===== src/rtl/hdlverifier_capture_pkg.sv =====
// hdlverifier_capture_pkg
// Shared codes for the capture trigger unit: per-channel compare operators,
// edge-qualification modes, combine modes and the trigger FSM state type.
package hdlverifier_capture_pkg;

  // Per-channel comparison operators (3-bit field, codes 6/7 never match)
  localparam logic [2:0] OP_EQ = 3'd0;
  localparam logic [2:0] OP_NE = 3'd1;
  localparam logic [2:0] OP_LT = 3'd2;
  localparam logic [2:0] OP_GT = 3'd3;
  localparam logic [2:0] OP_LE = 3'd4;
  localparam logic [2:0] OP_GE = 3'd5;

  // Edge qualification of the combined hit
  localparam logic [1:0] EDGE_LEVEL  = 2'd0;
  localparam logic [1:0] EDGE_RISE   = 2'd1;
  localparam logic [1:0] EDGE_FALL   = 2'd2;
  localparam logic [1:0] EDGE_EITHER = 2'd3;

  // Channel combine
  localparam logic COMBINE_AND = 1'b0;
  localparam logic COMBINE_OR  = 1'b1;

  typedef enum logic [1:0] {
    ST_IDLE      = 2'd0,
    ST_ARMED     = 2'd1,
    ST_TRIGGERED = 2'd2
  } state_t;

  // Qualified event from the current and previous combined hit
  function automatic logic edge_event(input logic comb, input logic comb_d,
                                      input logic [1:0] mode);
    logic ev;
    case (mode)
      EDGE_LEVEL: ev = comb;
      EDGE_RISE:  ev = comb & ~comb_d;
      EDGE_FALL:  ev = ~comb & comb_d;
      default:    ev = comb ^ comb_d;
    endcase
    return ev;
  endfunction

endpackage


===== src/rtl/hdlverifier_capture_channel_cmp.sv =====
// hdlverifier_capture_channel_cmp
// One channel's registered stage-1 compare.
// Ports:
//   clk, reset, clk_enable  - capture clock, async active-high reset, enable
//   i_data                   - channel sample
//   i_setting, i_bitmask     - compare value and don't-care bits (eq/ne only)
//   i_op, i_signed           - operator code and signed magnitude compare
//   o_hit                    - registered compare result
module hdlverifier_capture_channel_cmp
  import hdlverifier_capture_pkg::*;
#(
  parameter int WIDTH = 8
) (
  input  logic             clk,
  input  logic             reset,
  input  logic             clk_enable,
  input  logic [WIDTH-1:0] i_data,
  input  logic [WIDTH-1:0] i_setting,
  input  logic [WIDTH-1:0] i_bitmask,
  input  logic [2:0]       i_op,
  input  logic             i_signed,
  output logic             o_hit
);

  logic w_eq, w_lt, w_gt, w_hit;

  // Bits match or are masked out
  assign w_eq = &((i_data ~^ i_setting) | i_bitmask);
  assign w_lt = i_signed ? ($signed(i_data) < $signed(i_setting)) : (i_data < i_setting);
  assign w_gt = i_signed ? ($signed(i_data) > $signed(i_setting)) : (i_data > i_setting);

  always_comb begin
    w_hit = 1'b0;
    case (i_op)
      OP_EQ:   w_hit = w_eq;
      OP_NE:   w_hit = ~w_eq;
      OP_LT:   w_hit = w_lt;
      OP_GT:   w_hit = w_gt;
      OP_LE:   w_hit = ~w_gt;
      OP_GE:   w_hit = ~w_lt;
      default: w_hit = 1'b0;
    endcase
  end

  always_ff @(posedge clk or posedge reset) begin
    if (reset)           o_hit <= 1'b0;
    else if (clk_enable) o_hit <= w_hit;
  end

endmodule


===== src/rtl/hdlverifier_capture_trigger_unit.sv =====
// hdlverifier_capture_trigger_unit
// Armable multi-channel trigger engine. Per-channel compares (stage 1) are
// combined AND/OR over enabled channels (stage 2), edge-qualified, counted
// against match_count, and fire a one-cycle trigger pulse from ARMED.
// Ports:
//   clk, reset, clk_enable      - clock, async active-high reset, global enable
//   data, trigger_setting,
//   trigger_bitmask             - NUM_CH packed WIDTH-bit lanes
//   trigger_comparison_operator - NUM_CH packed 3-bit op codes
//   trigger_signed, channel_enable - per-channel flags
//   combine_mode, edge_mode, match_count - qualification config
//   arm                         - arm request (IDLE/TRIGGERED -> ARMED)
//   armed, triggered, trigger   - registered status and fire pulse
module hdlverifier_capture_trigger_unit
  import hdlverifier_capture_pkg::*;
#(
  parameter int WIDTH     = 8,
  parameter int NUM_CH    = 4,
  parameter int CNT_WIDTH = 16
) (
  input  logic                    clk,
  input  logic                    reset,
  input  logic                    clk_enable,
  input  logic [NUM_CH*WIDTH-1:0] data,
  input  logic [NUM_CH*WIDTH-1:0] trigger_setting,
  input  logic [NUM_CH*WIDTH-1:0] trigger_bitmask,
  input  logic [NUM_CH*3-1:0]     trigger_comparison_operator,
  input  logic [NUM_CH-1:0]       trigger_signed,
  input  logic [NUM_CH-1:0]       channel_enable,
  input  logic                    combine_mode,
  input  logic [1:0]              edge_mode,
  input  logic [CNT_WIDTH-1:0]    match_count,
  input  logic                    arm,
  output logic                    armed,
  output logic                    triggered,
  output logic                    trigger
);

  logic [NUM_CH-1:0]    w_hit;
  logic [NUM_CH-1:0]    w_en_hits;
  logic                 w_comb_next;
  logic                 r_comb, r_comb_d;
  logic                 w_event;
  logic [CNT_WIDTH-1:0] w_need;
  logic [CNT_WIDTH:0]   w_cnt_inc;
  logic                 w_fire;
  logic [CNT_WIDTH-1:0] w_cnt_sat;
  logic [CNT_WIDTH-1:0] r_cnt;
  state_t               r_state;

  // Stage 1: per-channel compare
  for (genvar g = 0; g < NUM_CH; g++) begin : g_ch
    hdlverifier_capture_channel_cmp #(.WIDTH(WIDTH)) u_cmp (
      .clk        (clk),
      .reset      (reset),
      .clk_enable (clk_enable),
      .i_data     (data[g*WIDTH +: WIDTH]),
      .i_setting  (trigger_setting[g*WIDTH +: WIDTH]),
      .i_bitmask  (trigger_bitmask[g*WIDTH +: WIDTH]),
      .i_op       (trigger_comparison_operator[g*3 +: 3]),
      .i_signed   (trigger_signed[g]),
      .o_hit      (w_hit[g])
    );
  end

  // Stage 2: combine; with no channel enabled the result is 0 in both modes
  assign w_en_hits   = w_hit & channel_enable;
  assign w_comb_next = (|channel_enable) &
                       ((combine_mode == COMBINE_OR) ? (|w_en_hits)
                                                     : (w_en_hits == channel_enable));

  always_ff @(posedge clk or posedge reset) begin
    if (reset) begin
      r_comb   <= 1'b0;
      r_comb_d <= 1'b0;
    end else if (clk_enable) begin
      r_comb   <= w_comb_next;
      r_comb_d <= r_comb;
    end
  end

  assign w_event = edge_event(r_comb, r_comb_d, edge_mode);

  // Threshold: match_count of 0 behaves as 1; compare one bit wider so
  // counter+1 cannot wrap.
  assign w_need    = (match_count == '0) ? {{(CNT_WIDTH-1){1'b0}}, 1'b1} : match_count;
  assign w_cnt_inc = {1'b0, r_cnt} + {{CNT_WIDTH{1'b0}}, 1'b1};
  assign w_fire    = w_cnt_inc >= {1'b0, w_need};
  assign w_cnt_sat = (&r_cnt) ? r_cnt : w_cnt_inc[CNT_WIDTH-1:0];

  // Trigger FSM; status flags and pulse are registered alongside the state.
  // The arm-accept cycle never looks at w_event, so events there don't count.
  always_ff @(posedge clk or posedge reset) begin
    if (reset) begin
      r_state   <= ST_IDLE;
      r_cnt     <= '0;
      trigger   <= 1'b0;
      armed     <= 1'b0;
      triggered <= 1'b0;
    end else if (clk_enable) begin
      trigger <= 1'b0;
      case (r_state)
        ST_IDLE, ST_TRIGGERED: begin
          if (arm) begin
            r_state   <= ST_ARMED;
            r_cnt     <= '0;
            armed     <= 1'b1;
            triggered <= 1'b0;
          end
        end
        ST_ARMED: begin
          if (w_event) begin
            if (w_fire) begin
              trigger   <= 1'b1;
              r_state   <= ST_TRIGGERED;
              r_cnt     <= '0;
              armed     <= 1'b0;
              triggered <= 1'b1;
            end else begin
              r_cnt <= w_cnt_sat;
            end
          end else if (edge_mode == EDGE_LEVEL) begin
            // Level mode counts consecutive cycles only
            r_cnt <= '0;
          end
        end
        default: begin
          r_state   <= ST_IDLE;
          r_cnt     <= '0;
          armed     <= 1'b0;
          triggered <= 1'b0;
        end
      endcase
    end
  end

endmodule


===== config.mk =====
export PLATFORM = sky130hd
export DESIGN_NAME = hdlverifier_capture_trigger_unit
export DESIGN_NICKNAME = d
export VERILOG_FILES = /design/src/rtl/hdlverifier_capture_pkg.sv /design/src/rtl/hdlverifier_capture_channel_cmp.sv /design/src/rtl/hdlverifier_capture_trigger_unit.sv
export SDC_FILE = /design/constraint.sdc
export NUM_CORES = 1
export LEC_CHECK = 0
export ABC_AREA = 1
export BUFFER_PORTS_ARGS = -buffer_cell sky130_fd_sc_hd__buf_2
export CAP_MARGIN = 0
export CORE_MARGIN = 4
export CORE_UTILIZATION = 50
export DETAILED_ROUTE_END_ITERATION = 8
export PLACE_DENSITY = 0.88
export SLEW_MARGIN = 20
export SYNTH_ARGS = -nofsm -noshare
export SYNTH_HDL_FRONTEND = slang
export SYNTH_SLANG_ARGS = --single-unit

===== constraint.sdc =====
create_clock -name clk -period 3.2 [get_ports clk]
set_input_delay 0.48 -clock clk [delete_from_list [all_inputs] [get_ports clk]]
set_output_delay 0.48 -clock clk [all_outputs]
set_load 0.1 [all_outputs]

==> run_results.csv <==
group,metric,value,unit
run_status,status,"completed",
floorplanning,die_w,90.6,um
global_routing,busiest_layer,"met2",
route,wl,8900,um
clock_network,cts_tree,"yes",
synthesis,synthTopCellsByArea,"dfrtp_1, ha_1, nand2_1",
placed_design,dpl.cell_count,776,
global_routing,antenna_found_initial,0,
floorplanning,io_pins,142,
floorplanning,die_area,8210,sq um
synthesis,postSynthCellCount,560,
setup_path,end_kind,"flop",
setup_path,crit_type,"flop to flop",
setup_path,required,3370,ps
synthesis,netlist_area,3410,sq um
global_routing,grt_pass1_wl,15200,um
clock_network,cts-root-buf,"clkbuf_8",
pwr,ir_drop,0.226,mV
timing,period_share,0.925,
global_routing,met2_usage,0.418,
global_routing,grt_overflow,0,
placed_design,place_area,4200,sq um
synthesis,yosys.area.top_type,"dfrtp_1",
global_routing,track_usage,0.214,
setup_path,critPathLaunchType,"flop",
floorplanning,core,6490,sq um
synthesis,synth_cell_types,29,
setup_path,r2r-start,"r_cnt[1]$_DFFE_PP0P_",
synthesis,ys_top_cells_by_count,"nand2_1, inv_1, nor2_1, ha_1, dfrtp_1",
timing,fin_crit,2960,ps
global_routing,grt_use_met1,0.231,
synthesis,syn-num-nets,750,
final_layout,nFillCells,562,
synthesis,synth.top_cell.area_share,0.191,
synthesis,async_reset_ff_frac,1.00,
placed_design,post-dp-hpwl,7500,um
setup_path,ff2ff_path_depth,16,
final_layout,layout-drive-gt1-share,0.224,
global_routing,first_global_vias,3798,
timing,worstMarginPinSlew,908,ps
clock_network,clock_path_buffers,2,
timing,setup-violations-final,0,
route,routedWlPerCell,11.4,um
synthesis,yosysMostFrequentCell,"nand2_1",
synthesis,syn_avg_cell_area,6.09,sq um
clock_network,cts_buffers,3,
route,viasPerCell,4.96,
clock_network,h-tree-depth,1,
clock_network,clkTransAtPathRegs,90,ps
timing,final-max-slew-violation-count,0,
final_layout,ff_latch_area,651,sq um
placed_design,gp_congestion,0.857,
setup_path,worst_r2r_endpoint,"trigger$_DFFE_PP0P_",
route,ant_nets,0,
final_layout,diodes,0,
pwr,p_leak,2.77,nW
hold_path,hold_class,"input port to async pin",
synthesis,ys_seq_elements,26,
placed_design,io_buffers,141,
flow_run,max_cap_violations,0,
setup_path,arrival,3130,ps
timing,fmax,0.338,GHz
floorplanning,die_y,90.6,um
global_routing,grt_util_met3,0.0367,
final_layout,fin_area,4310,sq um
synthesis,ys_seq_area_frac,0.191,
final_layout,finalNonFillerCells,781,
floorplanning,start_util,0.525,
setup_path,reg2reg_slack,240,ps
clock_network,postCtsSetupRepairBufs,0,
synthesis,synth_edf_count,0,
final_layout,final_nets,895,
clock_network,cts.sinks,26,
timing,relSlewSlack,0.391,
route,drcViolationCount,0,
route,drt-initial-drc-count,203,
final_layout,multiInputGateArea,2300,sq um
clock_network,cts-hold-fix-buffers,0,
synthesis,ys.flop_type,"dfrtp_1",
route,drtPass1Iterations,6,
clock_network,clock_latency,270,ps
setup_path,worstPathMaxFanout,4,
route,vias,3874,
global_routing,grt_max_degree,27,
final_layout,finalCoreUtilization,0.664,
timing,finClkSkew,3.76,ps
final_layout,syn_to_final_growth,26.4,%
timing,finalHoldViolCount,0,
floorplanning,rows,29,
synthesis,yosysWarnings,0,
pwr,powerDensity,308,nW/um^2
==> kinds of logic after synthesis <==
group	Yosys count	synth area share
AOI/OAI and AO/OA	70	0.117
and+or+nand+nor	271	0.329
buffers and inverters	131	0.148
xor gates and xnor gates	11	0.0282
adders and majority gates	51	0.187
DFF	26	0.191
==> layout by cell type, fill, tap and decap left out, drive strengths merged <==
master,n
a21oi,19
a31oi,1
buf,142
bufinv,1
clkbuf,3
clkinv,1
dfrtp,26
ha,51
inv,127
nand2,158
nand3,24
nand4,14
nor2,65
nor3,6
nor4,1
o211ai,2
o21a,1
o21ai,22
o21bai,4
o22ai,19
o31ai,1
o41ai,1
or2,4
xor2,11
==> flip-flops by register name (all words and copies together), names as in the netlist <==
signal and cells:
triggered 1, r_comb_d 1, trigger 1, armed 1
g_ch.u_cmp.o_hit 4, r_state 1, r_cnt 16, r_comb 1
==> worst max-delay path, cell delays in order (launching register included) <==
cell and delay, ps:
dfrtp_1 390, ha_1 220, nand3_2 140, nor3_4 290, nand4_1 220, inv_1 100
nand2_1 60, xor2_1 190, inv_1 70, ha_1 300, nand2_1 90, nor2_1 50
a31oi_1 170, o21a_2 250, nand3_1 140, nand3_1 120, nand2_1 60
==> worst max-delay path by stage <==
| stage | startpoint | to | slack (ps) | cells after the start |
|---|---|---|---|---|
| finish | r_cnt[1]$_DFFE_PP0P_ | trigger$_DFFE_PP0P_ | 240 | 16 |
| global placement | r_cnt[0]$_DFFE_PP0P_ | r_cnt[12]$_DFFE_PP0P_ | 400 | 19 |
| detailed placement | r_cnt[1]$_DFFE_PP0P_ | r_cnt[9]$_DFFE_PP0P_ | 190 | 15 |
| global route | r_cnt[1]$_DFFE_PP0P_ | r_state[0]$_DFFE_PP0P_ | -2 | 20 |
| floorplan | r_cnt[0]$_DFFE_PP0P_ | r_cnt[1]$_DFFE_PP0P_ | 610 | 20 |
| CTS | r_cnt[0]$_DFFE_PP0P_ | r_cnt[9]$_DFFE_PP0P_ | 80 | 19 |
==> timing repair <==
item	4_1_cts	5_1_grt
resized for setup	0	16
endpoints found under the hold margin	0	0
endpoints found under the setup margin	0	16
==> per-stage QoR <==
stage	hold slack, ps	setup TNS (ps)	setup slack [ps]	power (mW)
2_1_floorplan	453	0	611	0.867
3_3_place_gp	460	0	400	1.04
3_5_place_dp	455	0	186	1.06
4_1_cts	451	0	75.1	1.33
5_1_grt	333	-1.60	-1.60	1.44
6_report	274	0	239	1.33
==> power breakdown <==
group | leakage, nW | switching, mW | internal, mW
clock network | 0.0357 | 0.105 | 0.167
logic | 2.38 | 0.424 | 0.227
registers | 0.351 | 0.0337 | 0.374
==> per-layer routing <==
metal,vias to the layer above,wire (um),part of all wire
met2,112,4600,0.52
li1,2057,-,-
met3,10,522,0.059
met4,0,118,0.013
met5,-,0,0
met1,1695,3660,0.41
==> area by class of cell <==
type | count | share of cell area
Timing Repair Buffer | 142 | 0.165
Multi-Input combinational cell | 404 | 0.534
Tap cell | 77 | 0.0223
Sequential cell | 26 | 0.151
Clock buffer | 3 | 0.00957
Inverter | 128 | 0.111
Clock inverter | 1 | 0.00696
(Power assumes the default switching activity.)
